## config.mk

```make
export PLATFORM = sky130hd
export DESIGN_NAME = reservoir_sequencer_flat
export DESIGN_NICKNAME = d
export VERILOG_FILES = /design/src/rtl/reservoir_pkg.sv /design/src/rtl/reservoir_sequencer_if.sv /design/src/rtl/input_serializer.sv /design/src/rtl/reservoir_sequencer.sv /design/src/flat_wrapper.sv
export SDC_FILE = /design/constraint.sdc
export NUM_CORES = 1
export LEC_CHECK = 0
export ABC_AREA = 1
export CELL_PAD_IN_SITES_DETAIL_PLACEMENT = 1
export CELL_PAD_IN_SITES_GLOBAL_PLACEMENT = 1
export CORE_MARGIN = 4
export CORE_UTILIZATION = 38
export CTS_CLUSTER_DIAMETER = 150
export DETAILED_ROUTE_END_ITERATION = 8
export PLACE_DENSITY_LB_ADDON = 0.08
export SETUP_SLACK_MARGIN = 0.5
export SYNTH_ARGS = -nofsm -noshare
export SYNTH_HDL_FRONTEND = slang
export SYNTH_HIERARCHICAL = 1
export SYNTH_SLANG_ARGS = --single-unit
```

## constraint.sdc

```tcl
create_clock -name fast_clk -period 3.4 [get_ports fast_clk]
set_input_delay 0.68 -clock fast_clk [delete_from_list [all_inputs] [get_ports fast_clk]]
set_output_delay 0.68 -clock fast_clk [all_outputs]
set_load 0.01 [all_outputs]
```

## src/rtl/reservoir_pkg.sv

```systemverilog
// Shared types and constants for the reservoir run sequencer.
package reservoir_pkg;

    // Sequencer phases; encodings 5..7 are unreachable and recover to IDLE.
    typedef enum logic [2:0] {
        ST_IDLE    = 3'd0,
        ST_DRIVE   = 3'd1,
        ST_EVOLVE  = 3'd2,
        ST_DISABLE = 3'd3,
        ST_SETTLE  = 3'd4
    } seq_state_e;

    localparam int   RUN_IDX_W  = 8;
    // Leading bit sent ahead of every payload word.
    localparam logic MARKER_BIT = 1'b1;

    // Reservoir-side control levels held during a phase.
    typedef struct packed {
        logic res_enable;
        logic collect_dynamics;
        logic busy;
    } phase_ctl_t;

    function automatic phase_ctl_t phase_ctl(input seq_state_e st);
        phase_ctl_t ctl;
        ctl.res_enable       = 1'b0;
        ctl.collect_dynamics = 1'b0;
        ctl.busy             = 1'b0;
        case (st)
            ST_DRIVE, ST_EVOLVE: begin
                ctl.res_enable       = 1'b1;
                ctl.collect_dynamics = 1'b1;
                ctl.busy             = 1'b1;
            end
            ST_DISABLE: begin
                ctl.busy = 1'b1;
            end
            ST_SETTLE: begin
                ctl.res_enable = 1'b1;
                ctl.busy       = 1'b1;
            end
            default: begin
                ctl.res_enable       = 1'b0;
                ctl.collect_dynamics = 1'b0;
                ctl.busy             = 1'b0;
            end
        endcase
        return ctl;
    endfunction

endpackage

```

## src/rtl/reservoir_sequencer_if.sv

```systemverilog
// Request/status bundle between a controller and the reservoir sequencer.
interface reservoir_sequencer_if #(
    parameter int IN_BITS = 7
);
    import reservoir_pkg::*;

    logic                 acquire;
    logic                 abort;
    logic [IN_BITS-1:0]   word_in;
    logic                 in_state;
    logic                 res_enable;
    logic                 collect_dynamics;
    logic                 busy;
    logic                 done;
    logic [RUN_IDX_W-1:0] run_idx;

    modport master (
        output acquire, abort, word_in,
        input  in_state, res_enable, collect_dynamics, busy, done, run_idx
    );

    modport slave (
        input  acquire, abort, word_in,
        output in_state, res_enable, collect_dynamics, busy, done, run_idx
    );

endinterface

```

## src/rtl/input_serializer.sv

```systemverilog
// Frame shifter: marker bit first, then the payload LSB first, then zeros.
module input_serializer
    import reservoir_pkg::*;
#(
    parameter int IN_BITS = 7
) (
    input  logic               fast_clk,
    input  logic               reset,
    input  logic               clear,
    input  logic               load,
    input  logic               shift,
    input  logic [IN_BITS-1:0] word,
    output logic               serial_out
);

    logic [IN_BITS:0] shreg_r;

    // Frame register; clear beats load beats shift, and emptied bits fill with 0.
    always_ff @(posedge fast_clk or posedge reset) begin
        if (reset) begin
            shreg_r <= {(IN_BITS+1){1'b0}};
        end else if (clear) begin
            shreg_r <= {(IN_BITS+1){1'b0}};
        end else if (load) begin
            shreg_r <= {word, MARKER_BIT};
        end else if (shift) begin
            shreg_r <= {1'b0, shreg_r[IN_BITS:1]};
        end else begin
            shreg_r <= shreg_r;
        end
    end

    assign serial_out = shreg_r[0];

endmodule

```

## src/rtl/reservoir_sequencer.sv

```systemverilog
// Sequences drive / evolve / disable / settle phases of a reservoir run.
module reservoir_sequencer
    import reservoir_pkg::*;
#(
    parameter int IN_BITS     = 7,
    parameter int EVOLVE_CYC  = 2994,
    parameter int DISABLE_CYC = 100,
    parameter int SETTLE_CYC  = 100,
    parameter int N_RUNS      = 1,
    parameter int CNT_W       = 12
) (
    input logic                  fast_clk,
    input logic                  reset,
    reservoir_sequencer_if.slave bus
);

    localparam logic [CNT_W-1:0] CNT_MAX_C     = {CNT_W{1'b1}};
    localparam logic [CNT_W-1:0] DRIVE_LAST_C  = CNT_W'(IN_BITS);
    localparam logic [CNT_W-1:0] EVOLVE_LAST_C = CNT_W'((EVOLVE_CYC > 0) ? EVOLVE_CYC - 1 : 0);
    localparam logic [CNT_W-1:0] DIS_LAST_C    = CNT_W'((DISABLE_CYC > 0) ? DISABLE_CYC - 1 : 0);
    localparam logic [CNT_W-1:0] SETTLE_LAST_C = CNT_W'((SETTLE_CYC > 0) ? SETTLE_CYC - 1 : 0);
    localparam logic [RUN_IDX_W-1:0] LAST_RUN_C = RUN_IDX_W'(N_RUNS - 1);

    // Successor of each phase with empty phases skipped; ST_IDLE marks run end.
    localparam seq_state_e FROM_DISABLE_C = (SETTLE_CYC > 0)  ? ST_SETTLE  : ST_IDLE;
    localparam seq_state_e FROM_EVOLVE_C  = (DISABLE_CYC > 0) ? ST_DISABLE : FROM_DISABLE_C;
    localparam seq_state_e FROM_DRIVE_C   = (EVOLVE_CYC > 0)  ? ST_EVOLVE  : FROM_EVOLVE_C;

    seq_state_e           state_r;
    seq_state_e           next_state_s;
    seq_state_e           phase_next_s;
    logic [CNT_W-1:0]     cnt_r;
    logic [RUN_IDX_W-1:0] run_idx_r;
    logic [IN_BITS-1:0]   word_r;
    logic [IN_BITS-1:0]   ser_word_s;
    logic                 phase_end_s;
    logic                 load_s;
    logic                 shift_s;
    logic                 clear_s;
    logic                 done_s;
    logic                 run_inc_s;
    logic                 capture_s;
    logic                 cnt_clr_s;
    logic                 in_state_s;
    logic                 res_enable_r;
    logic                 collect_r;
    logic                 busy_r;
    logic                 done_r;
    phase_ctl_t           next_ctl_s;

    // Detect the last cycle of the current phase and where it leads.
    always_comb begin
        phase_end_s  = 1'b0;
        phase_next_s = ST_IDLE;
        case (state_r)
            ST_DRIVE: begin
                phase_end_s  = (cnt_r == DRIVE_LAST_C);
                phase_next_s = FROM_DRIVE_C;
            end
            ST_EVOLVE: begin
                phase_end_s  = (cnt_r == EVOLVE_LAST_C);
                phase_next_s = FROM_EVOLVE_C;
            end
            ST_DISABLE: begin
                phase_end_s  = (cnt_r == DIS_LAST_C);
                phase_next_s = FROM_DISABLE_C;
            end
            ST_SETTLE: begin
                phase_end_s  = (cnt_r == SETTLE_LAST_C);
                phase_next_s = ST_IDLE;
            end
            default: begin
                phase_end_s  = 1'b0;
                phase_next_s = ST_IDLE;
            end
        endcase
    end

    // Next-state decode; abort outranks a phase end, acquire counts only in IDLE.
    always_comb begin
        next_state_s = state_r;
        load_s       = 1'b0;
        shift_s      = 1'b0;
        clear_s      = 1'b0;
        done_s       = 1'b0;
        run_inc_s    = 1'b0;
        capture_s    = 1'b0;
        cnt_clr_s    = 1'b0;
        case (state_r)
            ST_IDLE: begin
                cnt_clr_s = 1'b1;
                if (bus.acquire && !bus.abort) begin
                    next_state_s = ST_DRIVE;
                    load_s       = 1'b1;
                    capture_s    = 1'b1;
                end else begin
                    next_state_s = ST_IDLE;
                end
            end
            ST_DRIVE, ST_EVOLVE, ST_DISABLE, ST_SETTLE: begin
                if (bus.abort) begin
                    next_state_s = ST_IDLE;
                    clear_s      = 1'b1;
                    cnt_clr_s    = 1'b1;
                end else begin
                    shift_s = (state_r == ST_DRIVE);
                    if (!phase_end_s) begin
                        next_state_s = state_r;
                    end else if (phase_next_s != ST_IDLE) begin
                        next_state_s = phase_next_s;
                        cnt_clr_s    = 1'b1;
                    end else if (run_idx_r != LAST_RUN_C) begin
                        next_state_s = ST_DRIVE;
                        load_s       = 1'b1;
                        run_inc_s    = 1'b1;
                        cnt_clr_s    = 1'b1;
                    end else begin
                        next_state_s = ST_IDLE;
                        done_s       = 1'b1;
                        clear_s      = 1'b1;
                        cnt_clr_s    = 1'b1;
                    end
                end
            end
            default: begin
                next_state_s = ST_IDLE;
                clear_s      = 1'b1;
                cnt_clr_s    = 1'b1;
            end
        endcase
    end

    // Fresh runs take the incoming word; repeat runs replay the captured copy.
    always_comb begin
        if (capture_s) begin
            ser_word_s = bus.word_in;
        end else begin
            ser_word_s = word_r;
        end
    end

    assign next_ctl_s = phase_ctl(next_state_s);

    // State, phase counter, run index, captured word and registered controls.
    always_ff @(posedge fast_clk or posedge reset) begin
        if (reset) begin
            state_r      <= ST_IDLE;
            cnt_r        <= {CNT_W{1'b0}};
            run_idx_r    <= {RUN_IDX_W{1'b0}};
            word_r       <= {IN_BITS{1'b0}};
            res_enable_r <= 1'b0;
            collect_r    <= 1'b0;
            busy_r       <= 1'b0;
            done_r       <= 1'b0;
        end else begin
            state_r <= next_state_s;
            if (cnt_clr_s) begin
                cnt_r <= {CNT_W{1'b0}};
            end else if (cnt_r != CNT_MAX_C) begin
                cnt_r <= cnt_r + {{(CNT_W-1){1'b0}}, 1'b1};
            end else begin
                cnt_r <= cnt_r;
            end
            if (run_inc_s) begin
                run_idx_r <= run_idx_r + 8'd1;
            end else if (capture_s || next_state_s == ST_IDLE) begin
                run_idx_r <= {RUN_IDX_W{1'b0}};
            end else begin
                run_idx_r <= run_idx_r;
            end
            if (capture_s) begin
                word_r <= bus.word_in;
            end else begin
                word_r <= word_r;
            end
            res_enable_r <= next_ctl_s.res_enable;
            collect_r    <= next_ctl_s.collect_dynamics;
            busy_r       <= next_ctl_s.busy;
            done_r       <= done_s;
        end
    end

    input_serializer #(
        .IN_BITS(IN_BITS)
    ) u_serializer (
        .fast_clk  (fast_clk),
        .reset     (reset),
        .clear     (clear_s),
        .load      (load_s),
        .shift     (shift_s),
        .word      (ser_word_s),
        .serial_out(in_state_s)
    );

    assign bus.in_state         = in_state_s;
    assign bus.res_enable       = res_enable_r;
    assign bus.collect_dynamics = collect_r;
    assign bus.busy             = busy_r;
    assign bus.done             = done_r;
    assign bus.run_idx          = run_idx_r;

endmodule

```

## src/flat_wrapper.sv

```systemverilog
// flat-port wrapper written by rule: the top's interface ports become plain ports
module reservoir_sequencer_flat import reservoir_pkg::*;
#(
    parameter int IN_BITS     = 7,
    parameter int EVOLVE_CYC  = 2994,
    parameter int DISABLE_CYC = 100,
    parameter int SETTLE_CYC  = 100,
    parameter int N_RUNS      = 1,
    parameter int CNT_W       = 12
)
  (fast_clk, reset, bus_acquire, bus_abort, bus_word_in, bus_in_state, bus_res_enable, bus_collect_dynamics, bus_busy, bus_done, bus_run_idx);
  reservoir_sequencer_if #(.IN_BITS(IN_BITS)) bus_i ();
  input logic fast_clk;
  input logic reset;
  input wire logic [$bits(bus_i.acquire)-1:0] bus_acquire;
  input wire logic [$bits(bus_i.abort)-1:0] bus_abort;
  input wire logic [$bits(bus_i.word_in)-1:0] bus_word_in;
  output wire logic [$bits(bus_i.in_state)-1:0] bus_in_state;
  output wire logic [$bits(bus_i.res_enable)-1:0] bus_res_enable;
  output wire logic [$bits(bus_i.collect_dynamics)-1:0] bus_collect_dynamics;
  output wire logic [$bits(bus_i.busy)-1:0] bus_busy;
  output wire logic [$bits(bus_i.done)-1:0] bus_done;
  output wire logic [$bits(bus_i.run_idx)-1:0] bus_run_idx;
  assign bus_i.acquire = bus_acquire;
  assign bus_i.abort = bus_abort;
  assign bus_i.word_in = bus_word_in;
  assign bus_in_state = bus_i.in_state;
  assign bus_res_enable = bus_i.res_enable;
  assign bus_collect_dynamics = bus_i.collect_dynamics;
  assign bus_busy = bus_i.busy;
  assign bus_done = bus_i.done;
  assign bus_run_idx = bus_i.run_idx;
  reservoir_sequencer #(.IN_BITS(IN_BITS), .EVOLVE_CYC(EVOLVE_CYC), .DISABLE_CYC(DISABLE_CYC), .SETTLE_CYC(SETTLE_CYC), .N_RUNS(N_RUNS), .CNT_W(CNT_W)) u_core (.fast_clk(fast_clk), .reset(reset), .bus(bus_i));
endmodule
```

Yosys cells after proc, flatten, opt, wreduce, memory -nomap -nowiden
Index checks and enable logic that the tools add are counted.
Widths: inputs -> output; s select.

operators by class
  bitwise logic cells = 0
  shift-type cells = 0
  div/mod/pow operators = 0
  multiplexer cells = 39
  multiply operators = 0
  $add $sub $neg = 2
  magnitude comparators = 0
  reductions and logical operators = 15
  equal/unequal tests = 12

operators with widths
  cell                   count
  $mux 8                 5
  $mux 12                2
  $mux 1                 23
  $add 12x1->12 const B  1
  $eq 12x12->1 const B   1
  $eq 12x3->1 const B    1
  $eq 12x7->1 const B    1
  $eq 3x2->1 const B     4
  $ne 12x12->1 const B   1
  $mux 3                 3
  $pmux 3 s3             1
  $add 8x1->8 const B    1
  $reduce_bool 8->1      1
  $reduce_or 4->1        2
  $mux 7                 1
  $eq 3x1->1 const B     2
  $eq 3x3->1 const B     2
  $logic_not 3->1        2
  $pmux 3 s2             1
  $reduce_bool 3->1      2
  $pmux 1 s2             2
  $reduce_bool 2->1      2
  $reduce_or 2->1        2
  $pmux 1 s3             1
  other kinds (4)        4

word-level totals
  input port bits = 11
  bits in latches = 0
  memories kept = 0
  ROM bits = 0
  logic and storage cells = 77
  output and inout bits = 13
  register bits = 42
  bits in writable memories = 0

Depth between registers and ports, before layout
  depth after elaboration = 11
  gate-level depth with buffers = 17
  mapped depth without buffers = 16

Modules after synthesis
The synthesis kept the hierarchy.

modules (own cells, without submodules)
  module               area an instance (µm²)  instances  seq. area each (µm²)  cells an instance
  reservoir_sequencer  1,924.3                 1          850.8                 241
  input_serializer     437.9                   1          200.2                 57

Worst setup path before layout
Ideal clock, no wire load.

  path type = reg2reg
  start point = reg u_core.state_r[0]
  end point = reg u_core.u_serializer.shreg_r[0]
  arrival = 1.976 ns
  path slack = 1.307 ns
  data required time = 3.283 ns
  clock period less this slack = 2.093 ns
  path buffers = 0
  setup time = 0.117 ns
  cell stages (with the launch flop) = 15
  cell sequence = dfrtp_1 -> nor2_1 -> nand2_2 -> inv_2 -> nand2_1 -> nand2_1 -> nand2_1 -> nor2_4 -> nand2_2 -> inv_2 -> nand4_1 -> a31oi_1 -> inv_2 -> nand3_1 -> nand2_1

between the ends
  elaborated cells between the ends (all ways) = 23
  classes of those cells = eq/ne: 4; mux: 14; reduce/logical: 5

RTL lines
  what                                                   RTL line                                              source
  from (decl)                                            reservoir_sequencer.sv:29                             seq_state_e state_r;
  from (signal assigned)                                 reservoir_sequencer.sv:156                            state_r <= next_state_s;
  $eq 3x2->1 or $eq 3x1->1 (tied branches)               reservoir_sequencer.sv:55, reservoir_sequencer.sv:89
  $pmux 3 s3                                             reservoir_sequencer.sv:55                             case (state_r)
  $reduce_bool 3->1                                      reservoir_sequencer.sv:109                            end else if (phase_next_s != ST_IDLE) begin
  $mux 1                                                 reservoir_sequencer.sv:109
  $mux 1                                                 reservoir_sequencer.sv:107                            if (!phase_end_s) begin
  $mux 1                                                 reservoir_sequencer.sv:101                            if (bus.abort) begin
  $pmux 1 s2 *                                           reservoir_sequencer.sv:89                             case (state_r)
  via u_core.clear_s                                     reservoir_sequencer.sv:39                             logic clear_s;
  $reduce_bool 3->1 (no line) or $mux 8 (tied branches)  n/a
  to (signal assigned)                                   input_serializer.sv:25                                shreg_r <= {word, MARKER_BIT};
  to (signal assigned)                                   input_serializer.sv:27                                shreg_r <= {1'b0, shreg_r[IN_BITS:1]};
  to (signal assigned)                                   input_serializer.sv:29                                shreg_r <= shreg_r;
  to (decl)                                              input_serializer.sv:16                                logic [IN_BITS:0] shreg_r;

The timed path passes the listed nets; every way through them passes the cells marked *.
A chain may end at the register's enable or synchronous reset.

Worst setup path after layout
  start point = reg u_core.state_r[0]
  end point = reg u_core.u_serializer.shreg_r[3]

Same word-level chain as after synthesis.

==> reports/results.tsv <==
metric	value	unit
status	finished clean	
fp.dieArea	0.00754	mm^2
cts_tree	yes	
cts.sinks	42	
drt_iter0_drc	51	
instances_no_fill	403	
r2r_start	u_core/state_r[0]	
post_cts_buffers	0	
grt_usage	17.7	%
final.setup.tns	0	ns
antenna_cells	0	
avgSynthCellArea	7.93	um^2
finalWirelength	5930	um
endpoint	u_core/u_serializer/shreg_r[3]	
nets	341	
area_growth	18.1	%
pwr_density_cell	386	mW/mm^2
num_vias	2048	
tightest_slew	0.672	ns
synth_area_leaders	dfrtp_1 44%, nand2_1 14%, nand3_1 7.2%	
place.gp.congestion	0.766	
place_ws	0.743	ns
viasPerCell	5.08	
reg2reg_depth	14	
synth_top_area_share	44.5	%
p_leak	0.00139	uW
worst_slack	0.834	ns
grt_pass1_wl	10500	um
clockBufferDepth	2	
maxSlewViolCount	0	
max_freq	390	MHz
root_buffer	clkbuf_8	
irDropWorstVdd	0.225	mV
hold_viol	0	
grt_max_degree	35	
drtPass1Iterations	4	
rsz0062_at_grt	false	
clock_latency	0.30	ns
ant_nets	0	
worst_r2r_endpoint	u_core/u_serializer/shreg_r[3]	
crit_type	reg2reg	
die_h	86.8	um
dp_cells	395	
finalCritPeriodShare	75.5	%
synth_area_leader_cell	dfrtp_1	
yosysWarnings	6	
overflow	0	
layout-drive-gt1-share	13.4	%
drc	0	
max_cap_violations	0	
rows	28	
die_x	86.8	um
max_slew_margin	55.0	%
pin_count	24	
fp.coreArea	0.00599	mm^2
cp.arrival	2.76	ns
postCtsResizedCells	0	
ys_seq_area_share	44.5	%
cp_max_fo	9	
crit_path_end_kind	register	
cts_max_level	2	
antenna_found_initial	0	
setup_viol	0	
cts_hold_buf	0	
port-buffer-count	23	
clkSlewWorstSetupHoldPaths	0.09	ns
cp.required	3.59	ns
ys_types	31	
dp_hpwl	4490	um
first_global_vias	2145	
fin_skew	0.00653	ns
min_period	2.57	ns
crit_start	u_core/state_r[0]	
syn-instance-count	298	
syn-num-nets	312	
routedWlPerCell	14.7	um
crit_path_start_kind	register	
ys_ff_latch	42	
reg2reg_slack	0.83	ns
syn-cell-area	0.00236	mm^2
cts_made_buffers	5	
hold_path.class	reg2reg	
start_util	39.4	%
## cells in the mapped netlist, drive strengths merged
cell	n
nand2	94
dfrtp	42
inv	40
nand3	38
nor2	27
mux2	7
nand4	7
nor3	7
a21oi	6
o21ai	5
nor4	4
xor2	4
buf	3
ha	3
nand3b	3
a211oi	2
a31oi	1
clkinv	1
nor3b	1
o211a	1
or2	1
xnor2	1
## report_power, final
| part | leakage (uW) | internal [uW] | switching [uW] | total, uW |
|---|---|---|---|---|
| logic | 0.000766 | 55.0 | 75.3 | 130 |
| clock network | 0.0000579 | 216 | 184 | 401 |
| registers | 0.000564 | 531 | 14.0 | 545 |
| total | 0.00139 | 802 | 274 | 1080 |
## routing by layer
| metal | up-vias | global-route usage [%] | wire [um] |
|---|---|---|---|
| met1 | 993 | 23.6 | 2940 |
| met3 | 12 | 3.42 | 178 |
| met5 | - | 0 | 0 |
| met2 | 30 | 28.8 | 2700 |
| met4 | 0 | 5.67 | 107 |
| li1 | 1013 | - | - |
## area by class of cell
| type | count | area [um^2] |
|---|---|---|
| fillers | 753 | 3200 |
| multi-input cells | 212 | 1140 |
| flip-flops and latches | 42 | 1050 |
| repair buffers | 25 | 245 |
| inverters | 41 | 154 |
| well taps | 75 | 93.8 |
| clock buffers | 5 | 68.8 |
| clock inverters | 3 | 40.0 |
## logic make-up (layout without fill, tap and decap cells)
| group | Yosys count | in the layout | share of synthesized area [%] |
|---|---|---|---|
| AO/OA/AOI/OAI | 15 | 15 | 3.65 |
| flip-flops | 42 | 42 | 44.5 |
| XOR/XNOR | 5 | 5 | 1.85 |
| adder cells (fa/ha/maj) | 3 | 3 | 1.59 |
| buffers and inverters | 44 | 74 | 7.41 |
| multiplexers | 7 | 7 | 3.34 |
| AND/OR/NAND/NOR | 182 | 182 | 37.7 |
## metrics by stage
| stage | util (%) | total power (uW) | instance area, um^2 | hold WS (ns) |
|---|---|---|---|---|
| after global placement | 44.7 | 685 | 2680 | 0.482 |
| after global routing | 46.6 | 1140 | 2790 | 0.518 |
| after CTS | 46.6 | 1100 | 2790 | 0.508 |
| after detailed placement | 44.7 | 687 | 2680 | 0.487 |
| after floorplan | - | 639 | 2360 | 0.468 |
| final | 46.6 | 1080 | 2790 | 0.503 |
## worst max-delay path: stages (launching register included)
cell and delay, ns:
dfrtp_1 0.48, nor2_1 0.15, nand2_2 0.14, inv_2 0.12, nand2_1 0.06, nand2_1 0.09
nand2_1 0.09, nor2_4 0.11, nand2_2 0.11, inv_2 0.08, nand4_1 0.10, a31oi_1 0.52
inv_2 0.20, nand3_1 0.15, nand2_1 0.06
## worst min path at each step
stage                                endpoint  cells past startpoint  slack (ns)                            from
2_1_floorplan  u_core/u_serializer/shreg_r[1]                      2        0.47  u_core/u_serializer/shreg_r[1]
3_5_place_dp                 u_core/word_r[0]                      1        0.49                u_core/word_r[0]
6_report                     u_core/word_r[3]                      1        0.50                u_core/word_r[3]
4_1_cts                      u_core/word_r[3]                      1        0.51                u_core/word_r[3]
5_1_grt                      u_core/word_r[0]                      1        0.52                u_core/word_r[0]
3_3_place_gp                 u_core/word_r[5]                      1        0.48                u_core/word_r[5]
## layout by cell type (no fill, tap or decap), types with 2 or more instances in the layout
master and n:
a211oi_1 2, nand3b_1 3, clkinv_2 2, nand3_2 4
nor2_1 23, nor4_1 4, ha_1 3, inv_1 31
inv_2 9, a21oi_1 6, clkbuf_8 5, dfrtp_1 42
nand3_1 34, nand4_1 6, o21ai_0 5, xor2_1 4
nand2_1 85, nand2_2 8, clkdlybuf4s50_1 23, nor2_8 2
mux2_2 7, nor3_1 7, buf_4 2
## state kept, by name (all words and copies together) (netlist names)
name                         cells
u_core/state_r                   3
u_core/bus.done                  1
u_core/bus.run_idx               8
u_core/word_r                    7
u_core/u_serializer/shreg_r      8
u_core/bus.collect_dynamics      1
u_core/cnt_r                    12
u_core/bus.busy                  1
u_core/bus.res_enable            1
(Power assumes the default switching activity.)
